File: src/rtl/cpu_ctrl_pkg.sv
// Shared types and constants for the core's pipeline control.
// Memory-stage FSM encoding, the zero register, default timeout.
package cpu_ctrl_pkg;

    typedef enum logic [1:0] {
        IDLE = 2'd0,
        REQ  = 2'd1,
        DONE = 2'd2
    } mem_state_e;

    localparam logic [4:0] REG_ZERO = 5'd0;

    localparam int unsigned TIMEOUT_DEF = 15;

endpackage

File: src/rtl/hazard_unit.sv
// Load-use detection and priority selection of pipeline enables.
// Mem stall beats branch flush, which beats the load-use bubble.
module hazard_unit
    import cpu_ctrl_pkg::*;
(
    input  logic       mem_stall_i,
    input  logic       branch_taken_i,
    input  logic       idex_mem_read_i,
    input  logic [4:0] idex_rt_i,
    input  logic [4:0] ifid_rs_i,
    input  logic [4:0] ifid_rt_i,
    output logic       pc_en_o,
    output logic       ifid_en_o,
    output logic       idex_en_o,
    output logic       exmem_en_o,
    output logic       memwb_en_o,
    output logic       idex_bubble_o,
    output logic       ifid_flush_o
);

    logic load_use;

    assign load_use = idex_mem_read_i
                    && (idex_rt_i != REG_ZERO)
                    && ((idex_rt_i == ifid_rs_i)
                     || (idex_rt_i == ifid_rt_i));

    // Priority mux of freeze / flush / bubble controls
    always_comb begin
        pc_en_o       = 1'b1;
        ifid_en_o     = 1'b1;
        idex_en_o     = 1'b1;
        exmem_en_o    = 1'b1;
        memwb_en_o    = 1'b1;
        idex_bubble_o = 1'b0;
        ifid_flush_o  = 1'b0;
        if (mem_stall_i) begin
            pc_en_o    = 1'b0;
            ifid_en_o  = 1'b0;
            idex_en_o  = 1'b0;
            exmem_en_o = 1'b0;
            memwb_en_o = 1'b0;
        end else if (branch_taken_i) begin
            ifid_flush_o = 1'b1;
        end else if (load_use) begin
            pc_en_o       = 1'b0;
            ifid_en_o     = 1'b0;
            idex_bubble_o = 1'b1;
        end
    end

endmodule

File: src/rtl/mem_stage_ctrl.sv
// Memory-stage sequencer: req/ack to data memory with timeout,
// stall accounting, and pipeline enable generation.
module mem_stage_ctrl
    import cpu_ctrl_pkg::*;
#(
    parameter int unsigned TIMEOUT = TIMEOUT_DEF,
    parameter int unsigned DATA_W  = 32,
    parameter int unsigned CNT_W   = 16
) (
    input  logic              clk,
    input  logic              rst_n,
    input  logic              exmem_mem_read,
    input  logic              exmem_mem_write,
    input  logic [DATA_W-1:0] exmem_addr,
    input  logic [DATA_W-1:0] exmem_wdata,
    input  logic              idex_mem_read,
    input  logic [4:0]        idex_rt,
    input  logic [4:0]        ifid_rs,
    input  logic [4:0]        ifid_rt,
    input  logic              branch_taken,
    input  logic              dmem_ack,
    input  logic [DATA_W-1:0] dmem_rdata,
    output logic              dmem_req,
    output logic              dmem_we,
    output logic [DATA_W-1:0] dmem_addr,
    output logic [DATA_W-1:0] dmem_wdata,
    output logic [DATA_W-1:0] load_data,
    output logic              pc_en,
    output logic              ifid_en,
    output logic              idex_en,
    output logic              exmem_en,
    output logic              memwb_en,
    output logic              idex_bubble,
    output logic              ifid_flush,
    output logic              timeout_err,
    output logic [CNT_W-1:0]  stall_cnt
);

    localparam int TO_W = (TIMEOUT > 1) ? $clog2(TIMEOUT + 1) : 1;

    mem_state_e        state_q, state_d;
    logic              req_q, req_d;
    logic              we_q, we_d;
    logic [DATA_W-1:0] addr_q, addr_d;
    logic [DATA_W-1:0] wdata_q, wdata_d;
    logic [DATA_W-1:0] ld_q, ld_d;
    logic              err_q, err_d;
    logic [TO_W-1:0]   to_q, to_d;
    logic [CNT_W-1:0]  cnt_q, cnt_d;

    logic              access;
    logic              mem_stall;
    logic [TO_W-1:0]   to_inc;
    logic              to_hit;

    assign access    = exmem_mem_read | exmem_mem_write;
    assign mem_stall = ((state_q == IDLE) && access)
                     || (state_q == REQ);
    assign to_inc    = to_q + TO_W'(1);
    assign to_hit    = (TIMEOUT != 0)
                     && (to_inc == TO_W'(TIMEOUT));

    // Next-state and registered memory-side values
    always_comb begin
        state_d = state_q;
        req_d   = req_q;
        we_d    = we_q;
        addr_d  = addr_q;
        wdata_d = wdata_q;
        ld_d    = ld_q;
        err_d   = err_q;
        to_d    = to_q;
        unique case (state_q)
            IDLE: begin
                if (access) begin
                    addr_d  = exmem_addr;
                    wdata_d = exmem_wdata;
                    we_d    = exmem_mem_write;
                    req_d   = 1'b1;
                    to_d    = '0;
                    state_d = REQ;
                end
            end
            REQ: begin
                if (dmem_ack) begin
                    req_d = 1'b0;
                    if (!we_q) ld_d = dmem_rdata;
                    state_d = DONE;
                end else begin
                    to_d = to_inc;
                    if (to_hit) begin
                        req_d   = 1'b0;
                        err_d   = 1'b1;
                        ld_d    = '0;
                        state_d = DONE;
                    end
                end
            end
            DONE: state_d = IDLE;
            default: state_d = IDLE;
        endcase
    end

    // Saturating count of frozen cycles
    always_comb begin
        cnt_d = cnt_q;
        if (mem_stall && (cnt_q != '1)) cnt_d = cnt_q + CNT_W'(1);
    end

    // State and datapath registers
    always_ff @(posedge clk or negedge rst_n) begin
        if (!rst_n) begin
            state_q <= IDLE;
            req_q   <= 1'b0;
            we_q    <= 1'b0;
            addr_q  <= '0;
            wdata_q <= '0;
            ld_q    <= '0;
            err_q   <= 1'b0;
            to_q    <= '0;
            cnt_q   <= '0;
        end else begin
            state_q <= state_d;
            req_q   <= req_d;
            we_q    <= we_d;
            addr_q  <= addr_d;
            wdata_q <= wdata_d;
            ld_q    <= ld_d;
            err_q   <= err_d;
            to_q    <= to_d;
            cnt_q   <= cnt_d;
        end
    end

    assign dmem_req    = req_q;
    assign dmem_we     = we_q;
    assign dmem_addr   = addr_q;
    assign dmem_wdata  = wdata_q;
    assign load_data   = ld_q;
    assign timeout_err = err_q;
    assign stall_cnt   = cnt_q;

    hazard_unit u_hazard (
        .mem_stall_i     (mem_stall),
        .branch_taken_i  (branch_taken),
        .idex_mem_read_i (idex_mem_read),
        .idex_rt_i       (idex_rt),
        .ifid_rs_i       (ifid_rs),
        .ifid_rt_i       (ifid_rt),
        .pc_en_o         (pc_en),
        .ifid_en_o       (ifid_en),
        .idex_en_o       (idex_en),
        .exmem_en_o      (exmem_en),
        .memwb_en_o      (memwb_en),
        .idex_bubble_o   (idex_bubble),
        .ifid_flush_o    (ifid_flush)
    );

endmodule

File: config.mk
export PLATFORM = sky130hd
export DESIGN_NAME = mem_stage_ctrl
export DESIGN_NICKNAME = d
export VERILOG_FILES = /design/src/rtl/cpu_ctrl_pkg.sv /design/src/rtl/hazard_unit.sv /design/src/rtl/mem_stage_ctrl.sv
export SDC_FILE = /design/constraint.sdc
export NUM_CORES = 1
export LEC_CHECK = 0
export ABC_CLOCK_PERIOD_IN_PS = 2400
export CORE_MARGIN = 3
export CORE_UTILIZATION = 41
export CTS_CLUSTER_SIZE = 14
export DETAILED_ROUTE_END_ITERATION = 12
export GPL_ROUTABILITY_DRIVEN = 1
export PLACE_DENSITY = 0.87
export SYNTH_ARGS = -nofsm -noshare
export SYNTH_HDL_FRONTEND = slang
export SYNTH_SLANG_ARGS = --single-unit
File: constraint.sdc
create_clock -name clk -period 2.4 [get_ports clk]
set_clock_uncertainty 0.15 [all_clocks]
set_input_delay 0.48 -clock clk [delete_from_list [all_inputs] [get_ports clk]]
set_output_delay 0.48 -clock clk [all_outputs]
set_load 0.02 [all_outputs]
Yosys cells after proc, flatten, opt, wreduce, memory -nomap -nowiden
Index checks and enable logic that the tools add are counted.
{"block": "totals", "ff_bits": 121, "output_inout_bits": 122, "word_cells": 61, "inputBits": 118}
{"block": "classes", "add_sub_neg": 2, "n_reduce_logical": 16, "n_eq_ne": 9, "n_bitwise": 2, "mux": 23}
{"cell": "two-way mux 32 bit", "n": 3}
{"cell": "adder 16 x 1 -> 16 bit, second input constant", "n": 1}
{"cell": "!= test 16 bit, second input constant", "n": 1}
{"cell": "two-way mux 1 bit", "n": 12}
{"cell": "AND reduction 3 bit", "n": 4}
{"cell": "equality test 5 bit", "n": 2}
{"cell": "two-way mux 4 bit", "n": 2}
{"cell": "case mux 4 bit (2 select lines)", "n": 1}
{"cell": "two-way mux 2 bit", "n": 3}
{"cell": "!= test 2 bit, second input constant", "n": 3}
{"cell": "nonzero test 5 bit", "n": 1}
{"cell": "adder 4 x 1 -> 4 bit, second input constant", "n": 1}
{"cell": "equality test 4 bit, second input constant", "n": 1}
{"cell": "logical AND 1 bit", "n": 4}
{"cell": "case mux 2 bit (2 select lines)", "n": 1}
{"cell": "AND reduction 2 bit", "n": 2}
{"cell": "nonzero test 2 bit", "n": 2}
{"cell": "!= test 3 bit, second input constant", "n": 1}
{"cell": "equality test 2 x 1 -> 1 bit, second input constant", "n": 1}
{"cell": "logical NOT 2 bit", "n": 1}
{"cell": "logical OR 1 bit", "n": 2}
{"cell": "case mux 1 bit (2 select lines)", "n": 1}
{"cell": "inverter 1 bit", "n": 1}
{"cell": "OR 1 bit", "n": 1}

Longest topological paths before layout
Gate-level depths: netlist of run 1.
{"block": "depth", "word_depth": 6, "depth_mapped": 7, "mapped_depth_nobuf": 6}

Hierarchy
A second synthesis of run 1 with hierarchy kept.
{"block": "hier_totals", "cells_unflattened": 490, "hier_area_um2": 5019.8}
{"module": "mem_stage_ctrl", "cells_per_inst": 465, "n_inst": 1, "area_per_inst_um2": 4845.9, "seq_area_each_um2": 3027.9}
{"module": "hazard_unit", "cells_per_inst": 25, "n_inst": 1, "area_per_inst_um2": 173.9, "seq_area_each_um2": 0.0}

Worst setup path before layout of run 1
Ideal clock, no wire load.
{"block": "synth_path", "kind": "input port to output port", "startpoint": "input idex_rt[0]", "endpoint": "output pc_en", "path_stages": 5, "path_buffers": 1, "setup_slack_ps": 2, "required_time_ps": 1770, "t_arrival_ps": 1768, "path_cell_list": "or4_1 -> nor2_1 -> nor3b_1 -> a21oi_1 -> buf_4"}
{"block": "synth_between", "elab_chain_cells": 6, "elab_cells_between_ends": 9, "classes_between": "2 x eq/ne; 3 x mux; 4 x reduce/logical"}
{"item": "start: declaration", "line_no": "mem_stage_ctrl.sv:17", "text": "input logic [4:0] idex_rt,"}
{"item": "equality test 5 bit (tied with other cells)", "line_no": "hazard_unit.sv:25", "text": "&& ((idex_rt_i == ifid_rs_i)"}
{"item": "logical OR 1 bit or logical AND 1 bit (tied branches)", "line_no": "hazard_unit.sv:26, hazard_unit.sv:24"}
{"item": "logical AND 1 bit (*)", "line_no": "hazard_unit.sv:25"}
{"item": "two-way mux 1 bit (*) (3 in a row)"}
{"item": "end: declaration", "line_no": "mem_stage_ctrl.sv:28", "text": "output logic pc_en,"}
Every way passes the cells marked *; elsewhere a longest branch is shown, timed or not.

Worst setup path after layout of run 1
{"block": "layout_path", "startpoint": "input idex_rt[4]", "endpoint": "output pc_en"}
{"block": "layout_between", "elab_chain_cells": 6, "elab_cells_between_ends": 9, "classes_between": "2 x eq/ne; 3 x mux; 4 x reduce/logical"}
{"item": "equality test 5 bit (tied with other cells)", "line_no": "hazard_unit.sv:25"}
{"item": "logical OR 1 bit or logical AND 1 bit (tied branches)", "line_no": "hazard_unit.sv:26, hazard_unit.sv:24"}
{"item": "logical AND 1 bit (*)", "line_no": "hazard_unit.sv:25"}
{"item": "two-way mux 1 bit (*)", "line_no": "hazard_unit.sv:45", "text": "end else if (load_use) begin"}
{"item": "two-way mux 1 bit (*)", "line_no": "hazard_unit.sv:43", "text": "end else if (branch_taken_i) begin"}
{"item": "two-way mux 1 bit (*)", "line_no": "hazard_unit.sv:37", "text": "if (mem_stall_i) begin"}
Marked as above.

==> results.toml, run 1 <==
[sta]
fin_setup_tns_ns = 0
report.final.hold_viol_count = 10
min_tclk_post_route_ns = 2.37
final_layout_worst_hold_slack_ns = -0.0166
timing.final.setup_violations = 0
grt_setup_unrepaired = "true"
period_share_pct = 98.7
final.setup.worst_slack_ns = 0.0314
clock.fmax_ghz = 0.422
slew_at_the_pin_with_the_worst_max_slew_slack_ns = 0.698
slew_headroom_pct = 53.3
max_slew_vio_count = 0

[run_status]
status = "finished, violations left"
violations = "negative hold slack"

[drt]
route.antenna.remaining_nets = 0
drc_errors = 0
via_count_normalized_by_instance_count = 5.07
first_pass_iteration_count_of_the_detailed_router = 4
drt-total-wl_mm = 13.5
detailroute.via_count = 3872
drt_iter0_drc = 183
routed_wirelength_normalized_by_instance_count_um = 17.6

[synth]
syn_nets = 469
yosys.cell_count.top_type = "sky130_fd_sc_hd__dfrtp_1"
syn_area_per_cell_um2 = 14.3
ys_ff_latch = 121
distinct_cell_type_count_after_synthesis = 46
postSynth.asyncResetShare_pct = 100
synth_edf_count = 0
synth_top_area_cell = "sky130_fd_sc_hd__dfrtp_1"
post_synth_instance_area_um2 = 4960
synth.yosys.seq_area_share_pct = 61.0
synth_top_cells_by_area = "sky130_fd_sc_hd__dfrtp_1 (61%), sky130_fd_sc_hd__mux2_2 (15%), sky130_fd_sc_hd__a22o_1 (6.2%), sky130_fd_sc_hd__xnor2_1 (4.2%), sky130_fd_sc_hd__ha_1 (0.76%)"
synthesis.yosys.warnings = 0
yosys.area.top_type_share_pct = 61.0
synth_top_cells_by_count = "sky130_fd_sc_hd__dfrtp_1 (121), sky130_fd_sc_hd__mux2_2 (66), sky130_fd_sc_hd__a22o_1 (35)"
syn-instance-count = 348
synthFlopType = "sky130_fd_sc_hd__dfrtp_1"

[place]
dp_hpwl_mm = 9.53
port_buffer_count = 239
preCtsSetupSlack_ns = -0.789
gp_congestion = 0.836

[layout]
multi_input_comb_area_um2 = 1880
layout.area.seq_um2 = 3030
nFillCells = 766
antenna_diode_instance_count = 0
final_layout_size_suffix_gt1_share_pct = 21.8
areaGrowthSynthToFinish_pct = 66.6
finalNetCount = 729

[critical_path]
worstSetupStartpointType = "input port"
crit_path_max_fanout = 2
setup.worst_path.end_class = "output port"
register_to_register_setup_slack_ns = 0.24
timing.critical_path.arrival_ns = 1.74
criticalPathCategory = "in -> out"
rr_startpoint = "state_q[1]"
worst-endpoint-required_ns = 1.77
regToRegEndpoint = "load_data[25]"
worst-r2r-cell-count = 5

[floorplan]
die_h_um = 116
die_width_um = 116
core_um2 = 11600
die_area_um2 = 13500
starting_density_pct = 42.7
placement_rows = 39
top_level_i_o_count = 240

[flow_run]
drv.max_cap_violation_count = 0

[min_path]
hold_path_class = "in -> async"

[clock_tree]
ctsRootBufferMaster = "sky130_fd_sc_hd__clkbuf_16"
clock_sinks = 121
cts_tree = "done"
clk-insertion-delay-late_ns = 0.41
clock_tree.htree_level_count = 4
cts.path.max_buffers = 2
cts.clk_slew.worst_paths_ns = 0.05
numCtsBuffers = 17

[global_routing]
grt_use_total_pct = 19.6
grt_pass1_vias = 4109
gr-total-overflow = 0
wire_length_of_the_first_global_routing_pass_mm = 20.4
initial_antenna_violation_count = 0
grt_start_max_net_pins = 122

[power_and_ir_drop]
power_density_nw_per_um2 = 1380
ir_drop_mv = 0.860
power_leakage_nw = 3.50
through the flow:
| stage | hold WS, ns | util, % | total power [mW] | area (µm²) | cells |
|---|---|---|---|---|---|
| floorplan | 0.0344 | - | 6.17 | 4960 | 348 |
| global placement | 0.312 | 65.5 | 8.61 | 7610 | 730 |
| detailed placement | 0.322 | 65.5 | 8.76 | 7610 | 730 |
| CTS | 0.0485 | 71.0 | 11.5 | 8240 | 762 |
| global route | 0.0577 | 71.2 | 12.0 | 8270 | 763 |
| finish | -0.0166 | 71.2 | 11.4 | 8270 | 763 |
routing by layer:
metal	part of all wire (%)	GRT usage [%]	vias up
li1	-	-	1790
met1	39	22.1	1891
met2	51	33.1	176
met3	9.0	9.03	15
met4	1.1	6.81	0
met5	0	0	-
critical path, cell delays in order:
cell and delay, ns:
sky130_fd_sc_hd__clkdlybuf4s15_1 0.19, sky130_fd_sc_hd__or4_4 0.55, sky130_fd_sc_hd__nor2_4 0.12, sky130_fd_sc_hd__nor3b_2 0.06
sky130_fd_sc_hd__a21oi_2 0.17, sky130_fd_sc_hd__buf_4 0.18
layout by cell type (no fill, tap or decap), drive strengths merged, types with 4 or more instances in the layout:
cell and instances:
nand3 7, and3 4, clkdlybuf4s15 5, nand2 7
clkinv 5, mux2 66, bufinv 5, xnor2 24
buf 23, dfrtp 121, nand4 6, clkdlybuf4s50 226
clkbuf 21, a22o 35, nor2 7, a21oi 4
nor3 4, inv 5
where the power goes:
part | switching [mW] | internal, mW | leakage (nW) | total [mW]
registers | 0.568 | 2.97 | 1.47 | 3.53
logic | 2.41 | 2.78 | 1.72 | 5.19
clock network | 0.852 | 1.82 | 0.304 | 2.68
kinds of logic (layout without fill, tap and decap cells):
| group | after synthesis | after routing | share of synthesized area [%] |
|---|---|---|---|
| flip-flops | 121 | 121 | 61.0 |
| XOR/XNOR | 24 | 24 | 4.23 |
| AND/OR/NAND/NOR | 54 | 55 | 6.58 |
| adder cells (fa/ha/maj) | 3 | 3 | 0.756 |
| AO/OA/AOI/OAI | 57 | 57 | 9.75 |
| buffers and inverters | 22 | 293 | 2.52 |
| multiplexers | 67 | 67 | 15.2 |
worst max-delay path by stage:
stage | from | to | slack [ns]
final | idex_rt[4] | pc_en | 0.03
after global routing | ifid_rs[1] | idex_bubble | -0.06
after CTS | idex_rt[0] | pc_en | -0.001
after detailed placement | idex_rt[0] | pc_en | -0.79
after global placement | idex_rt[0] | ifid_en | -0.68
after floorplan | idex_rt[0] | pc_en | 0.002
sequential cells by signal, summed over array words and instances, names as in the netlist:
register     flops
dmem_addr       32
dmem_req         1
dmem_wdata      32
dmem_we          1
load_data       32
stall_cnt       16
state_q          2
timeout_err      1
to_q             4
what timing repair did:
item | 4_1_cts | 5_1_grt
gates cloned | 0 | 1
hold endpoints to repair | 0 | 0
pin swaps | 5 | 6
gates resized for setup | 37 | 7
setup buffers | 1 | 0
hold buffers | 0 | 0
endpoints found under the setup margin | 7 | 39
cell type report:
class	count	share of cell area, %
clock buffer	21	5.33
clock inverter	10	2.12
inverter	5	0.227
multi-input combinational	206	22.7
sequential	121	36.6
tap	143	2.16
timing repair buffer	257	30.9
No activity file was read; power rests on OpenSTA's default activity.
==> run 2: changes to the inputs <==
--- a/config.mk
+++ b/config.mk
@@ -11,7 +11,7 @@
 export CTS_CLUSTER_SIZE = 14
 export DETAILED_ROUTE_END_ITERATION = 12
 export GPL_ROUTABILITY_DRIVEN = 1
-export PLACE_DENSITY = 0.87
+export PLACE_DENSITY = 0.81
 export SYNTH_ARGS = -nofsm -noshare
 export SYNTH_HDL_FRONTEND = slang
 export SYNTH_SLANG_ARGS = --single-unit
==> run 2 against run 1 <==
Effect of this change: the flow now finishes without violations; design area increased by 0.44%; routed wire length increased by 3.0%; clock power about the same; cell count increased by 0.52%; utilization increased by 0.31 points; die area unchanged; combinational power about the same; fmax increased by 0.11%; sequential share of layout area decreased by 0.16 points.
==> results.toml, run 2 (synthesis results as in run 1) <==
[critical_path]
kind_of_cell_adding_the_most_delay_to_the_critical_path = "simple AND/OR/NAND/NOR gates"
startpoint = "idex_rt[2]"
longest_individual_stage_delay_on_the_worst_path_ns = 0.53
rr_startpoint = "state_q[1]"
cp_slowest_cell = "sky130_fd_sc_hd__or4_4"
worst_path_cell_trace = "dlygate4sd2_1 -> or4_4 -> nor2_4 -> nor3b_2 -> and3_1 -> buf_6"
crit_path_max_fanout = 2
timing.critical_path.arrival_ns = 1.74
critical_path_buf_inv_count = 2
worstSetupStartpointType = "input port"
setup.worst_path.end_class = "output port"
worst-endpoint-required_ns = 1.77
criticalPathCategory = "in -> out"

[sta]
fin_setup_tns_ns = 0
slew_at_the_pin_with_the_worst_max_slew_slack_ns = 0.526
period_share_pct = 98.6
max_slew_vio_count = 0
min_tclk_post_route_ns = 2.37
slew_headroom_pct = 64.8
report.final.hold_viol_count = 0
timing.final.setup_violations = 0
grt_setup_unrepaired = "true"
clock.fmax_ghz = 0.423

[global_routing]
grt_pass1_vias = 4361
grt_use_total_pct = 21.3
initial_antenna_violation_count = 0
wire_length_of_the_first_global_routing_pass_mm = 21.9
grt_start_max_net_pins = 75
gr-total-overflow = 0

[layout]
layout.area.seq_um2 = 3030
areaGrowthSynthToFinish_pct = 67.3
nFillCells = 800
final_layout_size_suffix_gt1_share_pct = 22.3
antenna_diode_instance_count = 0
postLayoutCoreUtil_pct = 71.5
finalNetCount = 733
multi_input_comb_area_um2 = 1870
layout_common_cells = "sky130_fd_sc_hd__clkdlybuf4s50_1 (226), sky130_fd_sc_hd__dfrtp_1 (121), sky130_fd_sc_hd__mux2_2 (66)"
layout.cells.most_common = "sky130_fd_sc_hd__clkdlybuf4s50_1"

[min_path]
hold_path_class = "reg -> reg"
holdCritStartpoint = "timeout_err"

[clock_tree]
ctsRootBufferMaster = "sky130_fd_sc_hd__clkbuf_16"
cts.path.max_buffers = 2
cts_tree = "done"
clock_sinks = 121
cts.clk_slew.worst_paths_ns = 0.05
clk-insertion-delay-late_ns = 0.40
numCtsBuffers = 17
clock_tree.htree_level_count = 4

[drt]
drt-total-wl_mm = 13.9
routed_wirelength_normalized_by_instance_count_um = 18.1
via_count_normalized_by_instance_count = 5.14
drc_errors = 0
route.antenna.remaining_nets = 0
drt_iter0_drc = 123
detailroute.via_count = 3942
first_pass_iteration_count_of_the_detailed_router = 4

[flow_run]
drv.max_cap_violation_count = 0

[power_and_ir_drop]
p_clk_share_pct = 23.3
power.share.sequential_pct = 31.1
power_density_nw_per_um2 = 1370
power_switching_share_pct = 33.9
internal-power_mw = 7.54
net-switching-power_mw = 3.86
power_leakage_nw = 3.52
combinational_fraction_of_design_power_pct = 45.6
overall_power_consumption_mw = 11.4
ir_drop_mv = 0.869

[floorplan]
die_area_um2 = 13500
die_h_um = 116
core_um2 = 11600
top_level_i_o_count = 240
placement_rows = 39
starting_density_pct = 42.7
die_width_um = 116

[place]
dp_hpwl_mm = 10.1
gp_congestion = 0.826
port_buffer_count = 239

[run_status]
status = "completed"
## run 2: cell types whose count changed in the layout (fill, tap and decap cells not counted), sizes merged
cell / change
buf: +3
bufinv: -1
clkbuf: +6
clkdlybuf4s15: -4
clkinv: -2
clkinvlp: +1
dlygate4sd2: +1
dlygate4sd3: +1
nor3: -1
## run 2: area by class of cell
cell class,instances,area share [%]
Clock buffer,23,5.75
Clock inverter,8,1.72
Inverter,5,0.226
Multi-Input combinational cell,205,22.5
Sequential cell,121,36.5
Tap cell,143,2.15
Timing Repair Buffer,262,31.2
## run 2: metrics by stage
step	worst slack (ns)	instance area [µm²]	cells	hold WS, ns
5_1_grt	-0.0158	8310	767	0.353
6_report	0.0340	8310	767	0.339
3_5_place_dp	-0.691	7640	733	0.332
4_1_cts	-0.00131	8310	767	0.344
3_3_place_gp	-0.622	7640	733	0.316
2_1_floorplan	0.00245	4960	348	0.0344
## run 2: metal layers
layer	GRT usage [%]	part of all wire (%)	vias up
met2	35.5	50	195
met3	10.8	12	23
met4	8.82	2.2	0
met5	0	0	-
li1	-	-	1800
met1	22.9	36	1924
## run 2: power groups by stage
stage	Clock, mW	Sequential [mW]	Combinational (mW)
after detailed placement	0	3.56	5.23
after global routing	2.81	3.68	5.53
after floorplan	0	4.59	1.59
final	2.66	3.55	5.20
after CTS	2.71	3.56	5.27
after global placement	0	3.50	5.14
## run 2: repair_timing
action,4_1_cts,5_1_grt
gates resized for setup,32,12
gates cloned,0,0
setup endpoints to repair,7,7
hold buffers,1,0
endpoints found under the hold margin,121,0
pin swaps,5,4
buffers inserted,2,0
## run 2: final timing paths
path	endpoint	slack, ns	depth (start not counted)
min reg2reg	timeout_err	0.34	1
max reg2reg	load_data[4]	0.29	6
max in group asynchronous	stall_cnt[11]	1.26	3
min in group asynchronous	dmem_addr[25]	0.44	3
min	timeout_err	0.34	1
max	idex_bubble	0.03	6
